File: src/rtl/axi_rd_pkg.sv
// Shared definitions for the multi-channel AXI read master: request layout,
// AR state encoding and response codes.
package axi_rd_pkg;

  // Request control field widths.
  localparam int LEN_W   = 4;
  localparam int SIZE_W  = 2;
  localparam int BURST_W = 2;
  localparam int LOCK_W  = 2;
  localparam int CACHE_W = 4;
  localparam int PROT_W  = 3;

  // Field offsets from the LSB of a packed request (ID, ADDR, LEN, SIZE, BURST, LOCK, CACHE, PROT).
  localparam int PROT_LSB  = 0;
  localparam int CACHE_LSB = PROT_LSB  + PROT_W;
  localparam int LOCK_LSB  = CACHE_LSB + CACHE_W;
  localparam int BURST_LSB = LOCK_LSB  + LOCK_W;
  localparam int SIZE_LSB  = BURST_LSB + BURST_W;
  localparam int LEN_LSB   = SIZE_LSB  + SIZE_W;
  localparam int ADDR_LSB  = LEN_LSB   + LEN_W;
  localparam int CTRL_W    = ADDR_LSB;

  // Longest burst this master will issue (ARLEN encoding, beats-1).
  localparam logic [LEN_W-1:0] LEN_MAX = 4'd3;

  localparam logic [1:0] RESP_OKAY   = 2'd0;
  localparam logic [1:0] RESP_EXOKAY = 2'd1;
  localparam logic [1:0] RESP_SLVERR = 2'd2;
  localparam logic [1:0] RESP_DECERR = 2'd3;

  typedef enum logic {
    IDLE  = 1'b0,
    ISSUE = 1'b1
  } ar_state_t;

  // Packed request width for a given ID and address width.
  function automatic int req_w(input int id_w, input int addr_w);
    return id_w + addr_w + CTRL_W;
  endfunction

endpackage

File: src/rtl/req_fifo.sv
// Request queue: power-of-two depth, head visible combinationally,
// pushes while full are dropped.
module req_fifo #(
  parameter int REQ_W      = 50,
  parameter int FIFO_DEPTH = 4
)(
  input  logic             i_clk,
  input  logic             i_rst,
  input  logic             i_push,
  input  logic [REQ_W-1:0] i_data,
  input  logic             i_pop,
  output logic [REQ_W-1:0] o_head,
  output logic             o_empty,
  output logic             o_full
);

  localparam int AW = $clog2(FIFO_DEPTH);

  logic [REQ_W-1:0] r_mem [FIFO_DEPTH];
  logic [AW-1:0]    r_wr_ptr;
  logic [AW-1:0]    r_rd_ptr;
  logic [AW:0]      r_count;
  logic             w_push_ok;
  logic             w_pop_ok;

  assign o_empty   = (r_count == '0);
  assign o_full    = (r_count == (AW+1)'(FIFO_DEPTH));
  assign w_push_ok = i_push & ~o_full;
  assign w_pop_ok  = i_pop & ~o_empty;
  assign o_head    = r_mem[r_rd_ptr];

  // Storage array; contents are don't-care until written.
  always_ff @(posedge i_clk) begin
    if (w_push_ok) r_mem[r_wr_ptr] <= i_data;
  end

  // Pointers and occupancy; simultaneous push and pop leaves the count alone.
  always_ff @(posedge i_clk or posedge i_rst) begin
    if (i_rst) begin
      r_wr_ptr <= '0;
      r_rd_ptr <= '0;
      r_count  <= '0;
    end else begin
      if (w_push_ok) r_wr_ptr <= r_wr_ptr + 1'b1;
      if (w_pop_ok)  r_rd_ptr <= r_rd_ptr + 1'b1;
      case ({w_push_ok, w_pop_ok})
        2'b10:   r_count <= r_count + 1'b1;
        2'b01:   r_count <= r_count - 1'b1;
        default: r_count <= r_count;
      endcase
    end
  end

endmodule

File: src/rtl/axi_read_master_nch.sv
// Multi-channel AXI3 read master: NUM_CH request queues, round-robin onto a
// single AR channel, one burst in flight per ID, per-ID R beat checking.
//
// state | meaning
// IDLE  | no AR pending; grants an eligible queue head (one bubble per AR)
// ISSUE | ARVALID held with stable fields until ARREADY
module axi_read_master_nch
  import axi_rd_pkg::*;
#(
  parameter int BusWidth   = 32,
  parameter int tagbits    = 1,
  parameter int NUM_CH     = 2,
  parameter int FIFO_DEPTH = 4
)(
  input  logic                                   ACLK,
  input  logic                                   ARESET,
  input  logic [NUM_CH-1:0]                      req_write,
  input  logic [NUM_CH*req_w(tagbits,BusWidth)-1:0] req_in,
  output logic [NUM_CH-1:0]                      req_full,
  output logic [tagbits-1:0]                     ARID,
  output logic [BusWidth-1:0]                    ARADDR,
  output logic [3:0]                             ARLEN,
  output logic [1:0]                             ARSIZE,
  output logic [1:0]                             ARBURST,
  output logic [1:0]                             ARLOCK,
  output logic [3:0]                             ARCACHE,
  output logic [2:0]                             ARPROT,
  output logic                                   ARVALID,
  input  logic                                   ARREADY,
  input  logic [tagbits-1:0]                     RID,
  input  logic [BusWidth-1:0]                    RDATA,
  input  logic [1:0]                             RRESP,
  input  logic                                   RLAST,
  input  logic                                   RVALID,
  output logic                                   RREADY,
  output logic                                   rd_valid,
  output logic [BusWidth-1:0]                    rd_data,
  output logic [tagbits-1:0]                     rd_id,
  output logic                                   rd_last,
  output logic                                   rd_err
);

  localparam int REQ_W  = req_w(tagbits, BusWidth);
  localparam int NUM_ID = 2**tagbits;
  localparam int CH_W   = $clog2(NUM_CH);

  // Queues
  logic [NUM_CH-1:0]  w_empty;
  logic [NUM_CH-1:0]  w_pop;
  logic [NUM_CH-1:0]  w_eligible;
  logic [REQ_W-1:0]   w_head    [NUM_CH];
  logic [tagbits-1:0] w_head_id [NUM_CH];

  // Arbiter / FSM
  ar_state_t          r_state;
  ar_state_t          w_state_nxt;
  logic [CH_W-1:0]    r_last_grant;
  logic [CH_W-1:0]    r_grant;
  logic [CH_W-1:0]    w_gnt;
  logic [CH_W-1:0]    w_cand;
  logic               w_any;
  logic               w_load;
  logic               w_ar_done;

  // AR registers
  logic [tagbits-1:0]  r_arid;
  logic [BusWidth-1:0] r_araddr;
  logic [3:0]          r_arlen;
  logic [1:0]          r_arsize;
  logic [1:0]          r_arburst;
  logic [1:0]          r_arlock;
  logic [3:0]          r_arcache;
  logic [2:0]          r_arprot;

  // Selected head fields
  logic [REQ_W-1:0]    w_sel;
  logic [tagbits-1:0]  w_sel_id;
  logic [LEN_W-1:0]    w_sel_len;
  logic [LEN_W-1:0]    w_sel_len_clamp;

  // Per-ID tracking
  logic [NUM_ID-1:0]   r_busy;
  logic [1:0]          r_exp_len  [NUM_ID];
  logic [1:0]          r_beat_cnt [NUM_ID];
  logic [NUM_ID-1:0]   r_err_acc;

  // R side
  logic                w_rready;
  logic                w_rbeat;
  logic                w_beat_err;
  logic                w_resp_err;
  logic                r_rd_valid;
  logic [BusWidth-1:0] r_rd_data;
  logic [tagbits-1:0]  r_rd_id;
  logic                r_rd_last;
  logic                r_rd_err;

  genvar k;
  generate
    for (k = 0; k < NUM_CH; k++) begin : g_q
      req_fifo #(
        .REQ_W      (REQ_W),
        .FIFO_DEPTH (FIFO_DEPTH)
      ) u_fifo (
        .i_clk   (ACLK),
        .i_rst   (ARESET),
        .i_push  (req_write[k]),
        .i_data  (req_in[k*REQ_W +: REQ_W]),
        .i_pop   (w_pop[k]),
        .o_head  (w_head[k]),
        .o_empty (w_empty[k]),
        .o_full  (req_full[k])
      );
      assign w_head_id[k]  = w_head[k][REQ_W-1 -: tagbits];
      assign w_eligible[k] = ~w_empty[k] & ~r_busy[w_head_id[k]];
    end
  endgenerate

  // Round-robin search starting just after the last granted queue.
  always_comb begin
    w_any  = 1'b0;
    w_gnt  = '0;
    w_cand = '0;
    for (int i = 0; i < NUM_CH; i++) begin
      w_cand = CH_W'((int'(r_last_grant) + 1 + i) % NUM_CH);
      if (!w_any && w_eligible[w_cand]) begin
        w_any = 1'b1;
        w_gnt = w_cand;
      end
    end
  end

  assign w_sel           = w_head[w_gnt];
  assign w_sel_id        = w_sel[REQ_W-1 -: tagbits];
  assign w_sel_len       = w_sel[LEN_LSB +: LEN_W];
  assign w_sel_len_clamp = (w_sel_len > LEN_MAX) ? LEN_MAX : w_sel_len;

  // AR state register.
  always_ff @(posedge ACLK or posedge ARESET) begin
    if (ARESET) r_state <= IDLE;
    else        r_state <= w_state_nxt;
  end

  // AR next state: grant and pop in IDLE, hold in ISSUE until ARREADY.
  always_comb begin
    w_state_nxt = r_state;
    w_load      = 1'b0;
    w_ar_done   = 1'b0;
    w_pop       = '0;
    case (r_state)
      IDLE: begin
        if (w_any) begin
          w_load       = 1'b1;
          w_pop[w_gnt] = 1'b1;
          w_state_nxt  = ISSUE;
        end
      end
      ISSUE: begin
        if (ARREADY) begin
          w_ar_done   = 1'b1;
          w_state_nxt = IDLE;
        end
      end
      default: w_state_nxt = IDLE;
    endcase
  end

  // AR field registers and round-robin pointer.
  always_ff @(posedge ACLK or posedge ARESET) begin
    if (ARESET) begin
      r_arid       <= '0;
      r_araddr     <= '0;
      r_arlen      <= '0;
      r_arsize     <= '0;
      r_arburst    <= '0;
      r_arlock     <= '0;
      r_arcache    <= '0;
      r_arprot     <= '0;
      r_grant      <= '0;
      r_last_grant <= CH_W'(NUM_CH - 1);
    end else begin
      if (w_load) begin
        r_arid    <= w_sel_id;
        r_araddr  <= w_sel[ADDR_LSB +: BusWidth];
        r_arlen   <= w_sel_len_clamp;
        r_arsize  <= w_sel[SIZE_LSB +: SIZE_W];
        r_arburst <= w_sel[BURST_LSB +: BURST_W];
        r_arlock  <= w_sel[LOCK_LSB +: LOCK_W];
        r_arcache <= w_sel[CACHE_LSB +: CACHE_W];
        r_arprot  <= w_sel[PROT_LSB +: PROT_W];
        r_grant   <= w_gnt;
      end
      if (w_ar_done) r_last_grant <= r_grant;
    end
  end

  assign ARID    = r_arid;
  assign ARADDR  = r_araddr;
  assign ARLEN   = r_arlen;
  assign ARSIZE  = r_arsize;
  assign ARBURST = r_arburst;
  assign ARLOCK  = r_arlock;
  assign ARCACHE = r_arcache;
  assign ARPROT  = r_arprot;
  assign ARVALID = (r_state == ISSUE);

  assign w_rready   = ~ARESET;
  assign RREADY     = w_rready;
  assign w_rbeat    = RVALID & w_rready;
  assign w_resp_err = (RRESP != RESP_OKAY);
  assign w_beat_err = ~r_busy[RID] |
                      (RLAST ? (r_beat_cnt[RID] != r_exp_len[RID])
                             : (r_beat_cnt[RID] == r_exp_len[RID]));

  // Per-ID tables; an issue overrides any stray beat for the same ID.
  always_ff @(posedge ACLK or posedge ARESET) begin
    if (ARESET) begin
      r_busy    <= '0;
      r_err_acc <= '0;
      for (int i = 0; i < NUM_ID; i++) begin
        r_exp_len[i]  <= '0;
        r_beat_cnt[i] <= '0;
      end
    end else begin
      if (w_rbeat) begin
        if (w_resp_err) r_err_acc[RID] <= 1'b1;
        if (RLAST) begin
          r_busy[RID]     <= 1'b0;
          r_beat_cnt[RID] <= '0;
        end else begin
          r_beat_cnt[RID] <= r_beat_cnt[RID] + 1'b1;
        end
      end
      if (w_load) begin
        r_busy[w_sel_id]     <= 1'b1;
        r_exp_len[w_sel_id]  <= w_sel_len_clamp[1:0];
        r_beat_cnt[w_sel_id] <= '0;
        r_err_acc[w_sel_id]  <= 1'b0;
      end
    end
  end

  // Registered read-data presentation, one strobe per accepted beat.
  always_ff @(posedge ACLK or posedge ARESET) begin
    if (ARESET) begin
      r_rd_valid <= 1'b0;
      r_rd_data  <= '0;
      r_rd_id    <= '0;
      r_rd_last  <= 1'b0;
      r_rd_err   <= 1'b0;
    end else begin
      r_rd_valid <= w_rbeat;
      r_rd_last  <= w_rbeat & RLAST;
      r_rd_err   <= w_rbeat & (w_beat_err | (RLAST & (r_err_acc[RID] | w_resp_err)));
      if (w_rbeat) begin
        r_rd_data <= RDATA;
        r_rd_id   <= RID;
      end
    end
  end

  assign rd_valid = r_rd_valid;
  assign rd_data  = r_rd_data;
  assign rd_id    = r_rd_id;
  assign rd_last  = r_rd_last;
  assign rd_err   = r_rd_err;

endmodule

File: config.mk
export PLATFORM = sky130hd
export DESIGN_NAME = axi_read_master_nch
export DESIGN_NICKNAME = d
export VERILOG_FILES = /design/src/rtl/axi_rd_pkg.sv /design/src/rtl/req_fifo.sv /design/src/rtl/axi_read_master_nch.sv
export SDC_FILE = /design/constraint.sdc
export NUM_CORES = 1
export LEC_CHECK = 0
export ABC_CLOCK_PERIOD_IN_PS = 5350
export BUFFER_PORTS_ARGS = -buffer_cell sky130_fd_sc_hd__buf_2
export CORE_MARGIN = 4
export CORE_UTILIZATION = 50
export DETAILED_ROUTE_END_ITERATION = 7
export PLACE_DENSITY = 0.7
export SETUP_SLACK_MARGIN = 0.2
export SLEW_MARGIN = 0
export SYNTH_ARGS = -nofsm -noshare
export SYNTH_HDL_FRONTEND = slang
export SYNTH_HIERARCHICAL = 1
export SYNTH_SLANG_ARGS = --single-unit
File: constraint.sdc
create_clock -name ACLK -period 5.35 [get_ports ACLK]
set_input_delay 0.8025 -clock ACLK [delete_from_list [all_inputs] [get_ports ACLK]]
set_output_delay 0.8025 -clock ACLK [all_outputs]
set_load 0.005 [all_outputs]
---- Word-level counts from Yosys, hierarchy flattened ----
Memories as Yosys holds them, arrays and structs flattened.
Cells that the tools add are included.
storage, ports and cells
  logic and storage cells ................. 174
  input port bits ......................... 142
  bits in read-only memories .............. 0
  output and inout port bits .............. 90
  bits in writable memories ............... 400
  register bits ........................... 115
  bits in latches ......................... 0
  memories ................................ 2
memories
  name                 words  bits a word  read ports  clocked after memory_dff  wr ports  line            text
  g_q[0].u_fifo.r_mem  4      50           1           0                         1         req_fifo.sv:19  logic [REQ_W-1:0] r_mem [FIFO_DEPTH];
  g_q[1].u_fifo.r_mem  4      50           1           0                         1         req_fifo.sv:19
operators by class
  multiply operators ...................... 0
  eq/ne operators ......................... 8
  bitwise operators ....................... 35
  $add $sub $neg .......................... 11
  shifts and indexed selects .............. 0
  reductions and logical operators ........ 12
  $lt $le $gt $ge ......................... 16
  divide/modulo/power cells ............... 0
  multiplexer cells ....................... 62
operators with widths
  kind                                                 number
  two-way mux 50 bit                                   3
  two-way mux 2 bit                                    16
  two-way mux 1 bit                                    29
  two-way mux 4 bit                                    4
  < comparator 1 x 2 -> 1 bit, second input constant   7
  case mux 3 bit (2 select lines)                      2
  adder 2 x 1 -> 2 bit, second input constant          5
  AND 1 bit                                            10
  NOT 1 bit                                            9
  AND 4 bit                                            2
  bitwise mux 4 bit                                    2
  NOT 4 bit                                            2
  adder 3 x 1 -> 3 bit, second input constant          2
  equality test 3 bit, second input constant           2
  >= comparator 2 bit, second input constant           3
  logical AND 1 bit                                    6
  logical NOT 3 bit                                    2
  NOT 1 -> 2 bit                                       3
  nonzero test 2 bit                                   3
  subtractor 3 x 1 -> 3 bit, second input constant     2
  AND 2 bit                                            2
  demux 2 bit (select 1 bit)                           2
  equality test 2 x 1 -> 1 bit, second input constant  2
  equality test 2 bit, second input constant           2
  12 further kinds                                     22

---- Logic depth before layout (Yosys ltp) ----
Gate-level depths: netlist (run 1).
An unclocked memory read counts as a cell.
  depth after elaboration ................. 23
  gate-level depth with buffers ........... 14
  gate-level depth less buffers ........... 11

---- By module ----
Netlist (run 1), hierarchy kept.
modules (own cells, without submodules)
  module               times used  area each (um^2)  cells an instance  seq. area each (um^2)
  req_fifo             2           7704.9            300                6180.9
  axi_read_master_nch  1           4510.6            438                2528.7

---- Worst setup path before layout (run 1) ----
OpenSTA, ideal clock, no wires.
  kind .................................... input-to-output
  from .................................... input port ARESET
  to ...................................... output port RREADY
  stages .................................. 1
  slack ................................... 1.637 ns
  data arrival time ....................... 2.910 ns
  cell sequence ........................... inv_1
between the ends
  word-level cells in the longest chain between the ends .. 1
RTL lines
  element          line                        text
  start, declared  axi_read_master_nch.sv:16   input logic ARESET,
  NOT 1 bit        axi_read_master_nch.sv:207  assign w_rready = ~ARESET;
  end, declared    axi_read_master_nch.sv:35   output logic RREADY,
No other way between the ends.

==> results of run 1 <==
routing by layer:
layer	GRT usage	wire length, µm
met4	0.0693	1300
met1	0.272	17500
met5	0	121
met3	0.0517	3520
met2	0.326	21100
Yosys cell counts (2+ instances only):
master      n  area, µm²
edfxtp_1  400      12000
dfrtp_1   114       2850
nand2_1   106        398
mux4_2     96       2160
o21ai_1    49        245
mux2i_1    45        450
o21ai_0    32        160
clkbuf_1   21       78.8
inv_1      17       63.8
buf_2      15       75.1
nor2_1     13       48.8
and2_1     11       68.8
buf_12     10        200
ha_1       10        125
nor3_1      9       45.0
mux2_2      8       90.1
xnor2_1     8       70.1
xor2_1      8       70.1
a221o_1     6       60.1
and3b_1     6       52.6
a21oi_1     4       20.0
buf_6       4       45.0
mux4_1      4        105
mux2_4      3       45.0
nor2b_1     3       18.8
o21a_1      3       22.5
o31a_1      3       26.3
a21boi_1    2       15.0
a21o_1      2       15.0
buf_4       2       15.0
fa_1        2       40.0
nand2b_1    2       12.5
nand3_1     2       10.0
nand4_1     2       12.5
nor2b_2     2       17.5
nor3b_2     2       25.0
area by class of cell:
| class | instances | area [µm²] |
|---|---|---|
| Fill cell | 2897 | 15900 |
| Sequential cell | 515 | 14900 |
| Multi-Input combinational cell | 453 | 4590 |
| Clock buffer | 64 | 1380 |
| Timing Repair Buffer | 242 | 1240 |
| Tap cell | 518 | 648 |
| Clock inverter | 32 | 256 |
| Inverter | 18 | 70.1 |
| Antenna cell | 6 | 15.0 |
critical path, delay by kind of cell (launching register included):
family,cells,cell delay (ps)
DFF,1,790
xor gates and xnor gates,2,300
muxes,2,1030
and+or+nand+nor,2,270
buffers and inverters,2,300
adders and majority gates,2,640
AOI/OAI and AO/OA,2,370
registers in the layout, summed over array words and instances, names as in the netlist, 6 cells and up:
register,count
g_q.u_fifo/r_mem,400
ARADDR,32
rd_data,32
g_q.u_fifo/r_count,6
how the worst max path moves through the flow:
stage                         startpoint                        to  slack [ps]  depth (start not counted)
6_report       g_q[0].u_fifo/r_rd_ptr[0]  g_q[0].u_fifo/r_count[2]        1560                         12
4_1_cts        g_q[0].u_fifo/r_rd_ptr[0]  g_q[0].u_fifo/r_count[2]        1530                         12
3_5_place_dp   g_q[0].u_fifo/r_rd_ptr[0]  g_q[0].u_fifo/r_count[2]        1550                         12
5_1_grt        g_q[0].u_fifo/r_rd_ptr[0]  g_q[0].u_fifo/r_count[2]        1310                         12
2_1_floorplan                     ARESET                    RREADY        1640                          1
3_3_place_gp   g_q[0].u_fifo/r_rd_ptr[0]  g_q[0].u_fifo/r_count[2]        1690                         12
power groups by stage:
stage               Clock (mW)  Sequential (mW)  Combinational (mW)
floorplan                    0             5.68                2.97
global placement             0             5.90                3.84
detailed placement           0             5.94                3.93
CTS                       3.55             5.86                3.94
global route              3.73             5.95                4.19
finish                    3.46             5.84                3.87
kinds of logic (layout without fill, tap and decap cells):
family	count (synthesis)	in the layout	share of synthesized area
flip-flops	515	515	0.748
adder cells (fa/ha/maj)	12	12	0.00829
other	0	6	0
multiplexers	157	157	0.144
XOR/XNOR	16	16	0.00704
AO/OA/AOI/OAI	108	108	0.0327
AND/OR/NAND/NOR	160	160	0.0364
buffers and inverters	70	356	0.0242
through the flow:
step | util | std cells | cell area, µm² | total power, mW | setup slack, ps
after global routing | 0.592 | 1848 | 23100 | 13.9 | 1310
after global placement | 0.550 | 1746 | 21400 | 9.74 | 1690
after detailed placement | 0.550 | 1746 | 21400 | 9.86 | 1550
after floorplan | - | 1038 | 19900 | 8.66 | 1640
final | 0.592 | 1848 | 23100 | 13.2 | 1560
after CTS | 0.592 | 1842 | 23100 | 13.3 | 1530
==> qor.txt, run 1 <==
Int Power: 9.07 mW
cts repair resizes: 0
most frequent CP cell: xor2_1
Placer Congestion: 0.774
Worst path slowest cell: dfrtp_4
Clock Tree Buf Depth: 3
Peak Freq: 0.264 GHz
root buffer cell: clkbuf_16
EDFF count, synth: 400
Fin. Hold Viols: 0
final wirelength: 43600 µm
Clock Skew: 21.2 ps
TNS Setup: 0 ps
sequential share of the synthesized area: 0.748
measured slew at the worst slew-check pin: 970 ps
clock group share of total power: 0.262
post-synth cell types: 48
I/O Buffers: 231
Ports: 232
Mapped Area: 19900 µm²
Post-synth top flop: edfxtp_1
Max Slew Vio Count: 0
post-synthesis instance total: 1038
Clk pin slew, worst setup/hold paths: 60 ps
vias in the first global route: 10900
WS Path Type: register to register
TritonCTS buffer count: 51
power share of the combinational group: 0.294
Data arrival, critical path: 4290 ps
Async SR Flop Fraction: 0.223
commonest non-fill, non-tap cell in the layout: edfxtp_1
critical path fanouts, max: 26
initial antenna violation count: 17
Max VDD drop: 418 µV
Antenna Nets Post-Route: 0
Vias: 10300
Layout area overhead: 15.9%
Hold Slack: 232 ps
first-pass GRT wire length: 66400 µm
total global-route track usage: 0.202
number of vias per cell: 5.57
period utilization: 0.708
NetSw: 4.10 mW
grt total ovfl: 0
Tmin final: 3790 ps
status: complete, no violations
Starting Density: 0.511
die area: 43100 µm²
die height: 208 µm
Yosys reg bits: 515
R2R setup slack: 1560 ps
clock sink count: 515
critical path cell sequence: mux4_2 > mux2i_2 > a211oi_4 > nor3_2 > buf_4 > o31a_1 > ha_1 > inv_1 > fa_1 > xor2_1 > nor2_1 > xor2_1
Clock Latency Late Sink: 590 ps
Mapped Nets: 1192
placeable core region: 39000 µm²
# DRC: 0
wire length per cell: 23.6 µm
HPWL reported at the end of detailed placement: 25500 µm
unrepaired setup endpoints after global routing: no
layout cells sized above 1: 0.338
number of cell rows: 72
path depth of the worst reg2reg path: 12
DIE WIDTH: 208 µm
startpoint types: register
commonest cells after routing, fill and taps aside: edfxtp_1, buf_2, dfrtp_1
Synth Warn #: 6
Tightest Hold Check Type: input port to asynchronous set/reset pin
Worst slew margin: 0.353
Net Sw Frac: 0.312
DR pass1 iterations: 5
r2r endpoint: g_q[0].u_fifo/r_count[2]
CTS Hold Bufs: 0
MaxCap Viol Count: 0
Setup violations, final: 0
Setup Fix Bufs, Post-CTS: 0
largest net degree at the start of global routing: 67
cell area power density: 570 nW/µm²
Flop pwr share: 0.444
First DRT Iteration DRCs: 670
leakage power: 8.62 nW
Critical Path RT: 5850 ps
Reg-to-Reg Start: g_q[0].u_fifo/r_rd_ptr[0]
CP max stage delay: 790 ps
syn avg cell area: 19.2 µm²
Crit. End Element: register
H-tree Lvls: 2
nets@finish: 1435
CTS tree: yes
Power figures use the tool's default switching activity.
==> inputs of run 2 (changes only) <==
--- a/config.mk
+++ b/config.mk
@@ -5,7 +5,7 @@
 export SDC_FILE = /design/constraint.sdc
 export NUM_CORES = 1
 export LEC_CHECK = 0
-export ABC_CLOCK_PERIOD_IN_PS = 5350
+export ABC_CLOCK_PERIOD_IN_PS = 3800
 export BUFFER_PORTS_ARGS = -buffer_cell sky130_fd_sc_hd__buf_2
 export CORE_MARGIN = 4
 export CORE_UTILIZATION = 50
==> constraint.sdc (replaced) <==
create_clock -name ACLK -period 3.8 [get_ports ACLK]
set_input_delay 0.57 -clock ACLK [delete_from_list [all_inputs] [get_ports ACLK]]
set_output_delay 0.57 -clock ACLK [all_outputs]
set_load 0.005 [all_outputs]
==> qor.txt, run 2 (same netlist as run 1, synthesis figures left out) <==
Starting Density: 0.511 (unchanged)
Max VDD drop: 820 µV (+96%)
Clock Tree Buf Depth: 3 (unchanged)
leakage power: 8.64 nW (+0.29%)
CP max stage delay: 540 ps (-250 ps)
number of cell rows: 72 (unchanged)
Tmin final: 3180 ps (-607 ps)
number of vias per cell: 5.56 (-0.19%)
Ports: 232 (unchanged)
MaxCap Viol Count: 0 (unchanged)
Peak Freq: 0.314 GHz (+19%)
commonest cells after routing, fill and taps aside: edfxtp_1, buf_2, dfrtp_1
most frequent CP cell: xor2_1
cts repair resizes: 0 (unchanged)
Hold Startpoint: RDATA[2]
hold path endpoint: rd_data[2]
layout cells sized above 1: 0.342 (+0.00376)
Setup violations, final: 0 (unchanged)
Clock Skew: 18.1 ps (-3.09 ps)
startpoint types: register
DR pass1 iterations: 5 (unchanged)
WS Path Type: register to register
root buffer cell: clkbuf_16
WHS Path Cells: 3
final wirelength: 43800 µm (+0.64%)
die area: 43100 µm² (unchanged)
total global-route track usage: 0.204 (+0.00174)
Clock Latency Late Sink: 580 ps (about the same)
path depth of the worst reg2reg path: 11 (-1)
max FFs per register: 400 (unchanged)
measured slew at the worst slew-check pin: 930 ps (-39.5 ps)
status: complete, no violations
I/O Buffers: 231 (unchanged)
# DRC: 0 (unchanged)
Crit. End Element: register
Clk pin slew, worst setup/hold paths: 60 ps (about the same)
initial antenna violation count: 22 (+5)
wire length per cell: 23.7 µm (+0.42%)
first-pass GRT wire length: 67100 µm (+1.0%)
DIE WIDTH: 208 µm (unchanged)
Hold Slack: 185 ps (-47.7 ps)
commonest non-fill, non-tap cell in the layout: edfxtp_1
Critical Path RT: 4310 ps (-1540 ps)
grt total ovfl: 0 (unchanged)
total power draw: 18.7 mW (+42%)
post-route insts no fill: 1852 (+0.22%)
period utilization: 0.837 (+0.129)
Fin. Hold Viols: 0 (unchanged)
post-route cell area: 23200 µm² (+0.26%)
die height: 208 µm (unchanged)
Placer Congestion: 0.800 (+3.4%)
Layout area overhead: 16.2%
Max Slew Vio Count: 0 (unchanged)
unrepaired setup endpoints after global routing: no
Data arrival, critical path: 3690 ps (-600 ps)
First DRT Iteration DRCs: 812 (+21%)
TNS Setup: 0 ps (unchanged)
nets@finish: 1441 (+0.42%)
r2r endpoint: g_q[1].u_fifo/r_count[2]
vias in the first global route: 11000 (+0.94%)
largest net degree at the start of global routing: 51 (-24%)
HPWL reported at the end of detailed placement: 25600 µm (+0.46%)
placeable core region: 39000 µm² (unchanged)
Tightest Hold Check Type: input port to register
Vias: 10300 (+0.029%)
CTS tree: yes
placed cells: 1751 (+0.29%)
R2R setup slack: 620 ps (-940 ps)
clock sink count: 515 (unchanged)
critical path cell sequence: mux4_2 > mux2_4 > a211oi_4 > nor2b_1 > o31a_1 > ha_1 > inv_1 > fa_1 > xor2_1 > nor2_1 > xor2_1
DP Area: 21500 µm² (+0.18%)
Largest Register: g_q.u_fifo/r_mem
Reg-to-Reg Start: g_q[1].u_fifo/r_rd_ptr[0]
Antenna Nets Post-Route: 0 (unchanged)
TritonCTS buffer count: 51 (unchanged)
Worst slew margin: 0.380 (+0.0263)
critical path fanouts, max: 4 (-85%)
cell area power density: 807 nW/µm² (+41%)
H-tree Lvls: 2 (unchanged)
Worst path slowest cell: mux4_2
[run 2: cell count changes in the layout (fill, tap and decap cells not counted)]
| cell | before | now |
|---|---|---|
| clkinv_1 | 15 | 3 |
| clkbuf_8 | 3 | 8 |
| clkinv_2 | 11 | 7 |
| inv_6 | 1 | 2 |
| clkinv_8 | 1 | 0 |
| diode_2 | 6 | 7 |
| clkinvlp_4 | 0 | 1 |
| buf_4 | 11 | 16 |
| clkbuf_1 | 9 | 17 |
| dlygate4sd3_1 | 0 | 1 |
| clkbuf_16 | 52 | 51 |
[run 2: how the worst max path moves through the flow]
stage                                         start                       end  slack [ps]  cells after the start
after floorplan           g_q[1].u_fifo/r_rd_ptr[0]  g_q[0].u_fifo/r_count[2]         420                     13
after global routing      g_q[0].u_fifo/r_rd_ptr[0]  g_q[0].u_fifo/r_count[2]         450                     11
after global placement    g_q[1].u_fifo/r_rd_ptr[0]  g_q[1].u_fifo/r_count[2]         760                     11
final                     g_q[1].u_fifo/r_rd_ptr[0]  g_q[1].u_fifo/r_count[2]         620                     11
after detailed placement  g_q[1].u_fifo/r_rd_ptr[0]  g_q[1].u_fifo/r_count[2]         670                     11
after CTS                 g_q[1].u_fifo/r_rd_ptr[0]  g_q[1].u_fifo/r_count[2]         660                     11
[run 2: area by class of cell]
cell class / instances / area [µm²]
fill: 2844 / 15900
sequential: 515 / 14900
multi-input combinational: 453 / 4590
clock buffer: 76 / 1450
timing repair buffer: 248 / 1290
tap: 518 / 648
clock inverter: 17 / 191
inverter: 18 / 70.1
antenna: 7 / 17.5
[run 2: stage by stage]
| step | utilization | setup WS, ps |
|---|---|---|
| finish | 0.594 | 619 |
| global route | 0.593 | 450 |
| CTS | 0.593 | 657 |
| detailed placement | 0.551 | 668 |
| global placement | 0.551 | 761 |
| floorplan | - | 423 |
[run 2: repair_timing]
item                      CTS  global route
hold endpoints to repair    8             0
hold buffers                1             0
setup buffers               0             0
[run 2: worst max-delay path, delay by kind of cell, from the launching register on]
family          cells  cell delay (ps)
buf+inv             1               60
fa+ha+maj           2              580
xor+xnor            2              300
mux                 2              900
compound gates      2              460
simple gates        2              370
flops               1              420
[run 2: metal layers]
layer | vias to the layer above | track usage | part of all wire
li1 | 4565 | - | -
met1 | 5315 | 0.271 | 0.42
met2 | 306 | 0.331 | 0.48
met3 | 95 | 0.0633 | 0.073
met4 | 24 | 0.0563 | 0.021
met5 | - | 0 | 0.0039
[run 2: power breakdown]
group	internal, mW	switching (mW)	leakage [nW]
registers	7.53	0.499	5.06
logic	2.44	3.29	2.78
clock network	2.90	2.01	0.804
==> inputs of run 3 (changes only) <==
--- a/config.mk
+++ b/config.mk
@@ -5,12 +5,12 @@
 export SDC_FILE = /design/constraint.sdc
 export NUM_CORES = 1
 export LEC_CHECK = 0
-export ABC_CLOCK_PERIOD_IN_PS = 3800
+export ABC_CLOCK_PERIOD_IN_PS = 2720
 export BUFFER_PORTS_ARGS = -buffer_cell sky130_fd_sc_hd__buf_2
 export CORE_MARGIN = 4
 export CORE_UTILIZATION = 50
 export DETAILED_ROUTE_END_ITERATION = 7
-export PLACE_DENSITY = 0.7
+export PLACE_DENSITY = 0.73
 export SETUP_SLACK_MARGIN = 0.2
 export SLEW_MARGIN = 0
 export SYNTH_ARGS = -nofsm -noshare
==> constraint.sdc (replaced) <==
create_clock -name ACLK -period 2.72 [get_ports ACLK]
set_input_delay 0.408 -clock ACLK [delete_from_list [all_inputs] [get_ports ACLK]]
set_output_delay 0.408 -clock ACLK [all_outputs]
set_load 0.005 [all_outputs]
==> qor.txt, run 3 (same netlist as run 1, synthesis figures left out) <==
status: finished, violations left
violated checks: setup timing
first-pass GRT wire length: 67800 µm (+1.0%)
Clock Skew: 20.8 ps (+2.70 ps)
commonest cells after routing, fill and taps aside: edfxtp_1, buf_2, dfrtp_1
Clock Latency Late Sink: 590 ps (about the same)
post-route insts no fill: 1923 (+3.8%)
Placer Congestion: 0.861 (+7.6%)
Ports: 232 (unchanged)
CTS tree: yes
root buffer cell: clkbuf_16
HPWL reported at the end of detailed placement: 26900 µm (+5.1%)
critical path fanouts, max: 3 (-1)
grt total ovfl: 0 (unchanged)
Clock Tree Buf Depth: 3 (unchanged)
Setup violations, final: 4 (+4)
post-route cell area: 24300 µm² (+4.8%)
Max Slew Vio Count: 0 (unchanged)
placeable core region: 39000 µm² (unchanged)
final wirelength: 44600 µm (+1.8%)
Hold Slack: 34.2 ps (-151 ps)
total global-route track usage: 0.204 (+0.000498)
clock sink count: 515 (unchanged)
number of vias per cell: 5.50 (-1.1%)
commonest non-fill, non-tap cell in the layout: edfxtp_1
fill count: 2739 (-3.7%)
DP Area: 21800 µm² (+1.6%)
vias in the first global route: 11200 (+1.8%)
nets@finish: 1512 (+4.9%)
Final WS setup: -246 ps (-865 ps)
Max VDD drop: 1160 µV (+42%)
# DRC: 0 (unchanged)
Crit. End Element: register
footprint of the multi-input gates: 4720 µm² (+2.9%)
Antenna Nets Post-Route: 0 (unchanged)
Peak Freq: 0.337 GHz (+7.2%)
FF+latch area: 14900 µm² (unchanged)
initial antenna violation count: 14 (-36%)
Data arrival, critical path: 3460 ps (-230 ps)
WS Path Type: register to register
total power draw: 28.2 mW (+51%)
H-tree Lvls: 2 (unchanged)
Place WS: -393 ps (-1060 ps)
DIE WIDTH: 208 µm (unchanged)
layout cells sized above 1: 0.380 (+0.0383)
die height: 208 µm (unchanged)
DR pass1 iterations: 5 (unchanged)
max FFs per register: 400 (unchanged)
Clk pin slew, worst setup/hold paths: 60 ps (about the same)
Worst slew margin: 0.435 (+0.0549)
Fin. Hold Viols: 0 (unchanged)
number of cell rows: 72 (unchanged)
largest net degree at the start of global routing: 100 (+96%)
Tmin final: 2970 ps (-215 ps)
die area: 43100 µm² (unchanged)
TritonCTS buffer count: 52 (+2.0%)
First DRT Iteration DRCs: 844 (+3.9%)
Largest Register: g_q.u_fifo/r_mem
leakage power: 9.17 nW (+6.2%)
period utilization: 1.09 (+0.253)
I/O Buffers: 231 (unchanged)
wire length per cell: 23.2 µm (-1.9%)
placed cells: 1778 (+1.5%)
Vias: 10600 (+2.7%)
Starting Density: 0.511 (unchanged)
startpoint types: register
Critical Path RT: 3210 ps (-1100 ps)
MaxCap Viol Count: 0 (unchanged)
measured slew at the worst slew-check pin: 848 ps (-82.4 ps)
cell area power density: 1160 nW/µm² (+44%)
unrepaired setup endpoints after global routing: yes
Layout area overhead: 21.8%
R2R setup slack: -250 ps (-870 ps)
Tightest Hold Check Type: input port to register
## run 3: per-stage QoR
stage,util,TNS [ps]
after floorplan,-,-2230
after global placement,0.560,-619
after detailed placement,0.560,-1070
after CTS,0.613,-633
after global routing,0.622,-834
final,0.622,-543
## run 3: cell type report
class                           instances  share of cell area
Clock inverter                         27              0.0135
Inverter                               18             0.00294
Sequential cell                       515               0.614
Clock buffer                           70              0.0602
Multi-Input combinational cell        453               0.195
Antenna cell                            4            0.000412
Tap cell                              518              0.0267
Timing Repair Buffer                  318              0.0877
## run 3: worst max-delay path, stage by stage, from the launching register on
cell,delay [ps]
dfrtp_4,410
mux4_2,530
mux2_4,360
a211oi_4,210
nor2b_4,200
o31a_1,200
ha_4,160
inv_2,40
fa_2,340
xor2_1,140
nor2_1,130
xor2_1,160
## run 3: power breakdown
part           internal, mW  total, mW  switching [mW]  leakage (nW)
logic                  4.61       9.67            5.06          3.24
clock network          4.44       7.35            2.91         0.879
registers              10.5       11.1           0.652          5.06
total                  19.5       28.2            8.62          9.17
## run 3: final timing paths
kind / startpoint / endpoint / cells past startpoint
worst min register to register: rd_data[4] / rd_data[4] / 2
worst max register to register: g_q[1].u_fifo/r_rd_ptr[0] / g_q[1].u_fifo/r_count[2] / 11
worst max-delay path: g_q[1].u_fifo/r_rd_ptr[0] / g_q[1].u_fifo/r_count[2] / 11
min in group asynchronous: ARESET / rd_data[30] / 3
worst min-delay path: RDATA[31] / rd_data[31] / 3
max in group asynchronous: ARESET / ARADDR[2] / 4
## run 3: metal layers
metal  GRT usage  vias to the layer above  wire length [µm]
li1            -                     4691                 -
met1       0.281                     5450             19000
met2       0.332                      346             21800
met3      0.0476                       79              2810
met4      0.0584                       16              1030
met5           0                        -                93
## run 3: timing repair
action                                 in CTS  in global routing
gates resized for setup                    16                 37
gates cloned                                0                  3
pin swaps                                   8                 28
setup endpoints to repair                  56                 23
endpoints found under the hold margin      30                  0
setup buffers                               9                 17
hold buffers                               15                  0
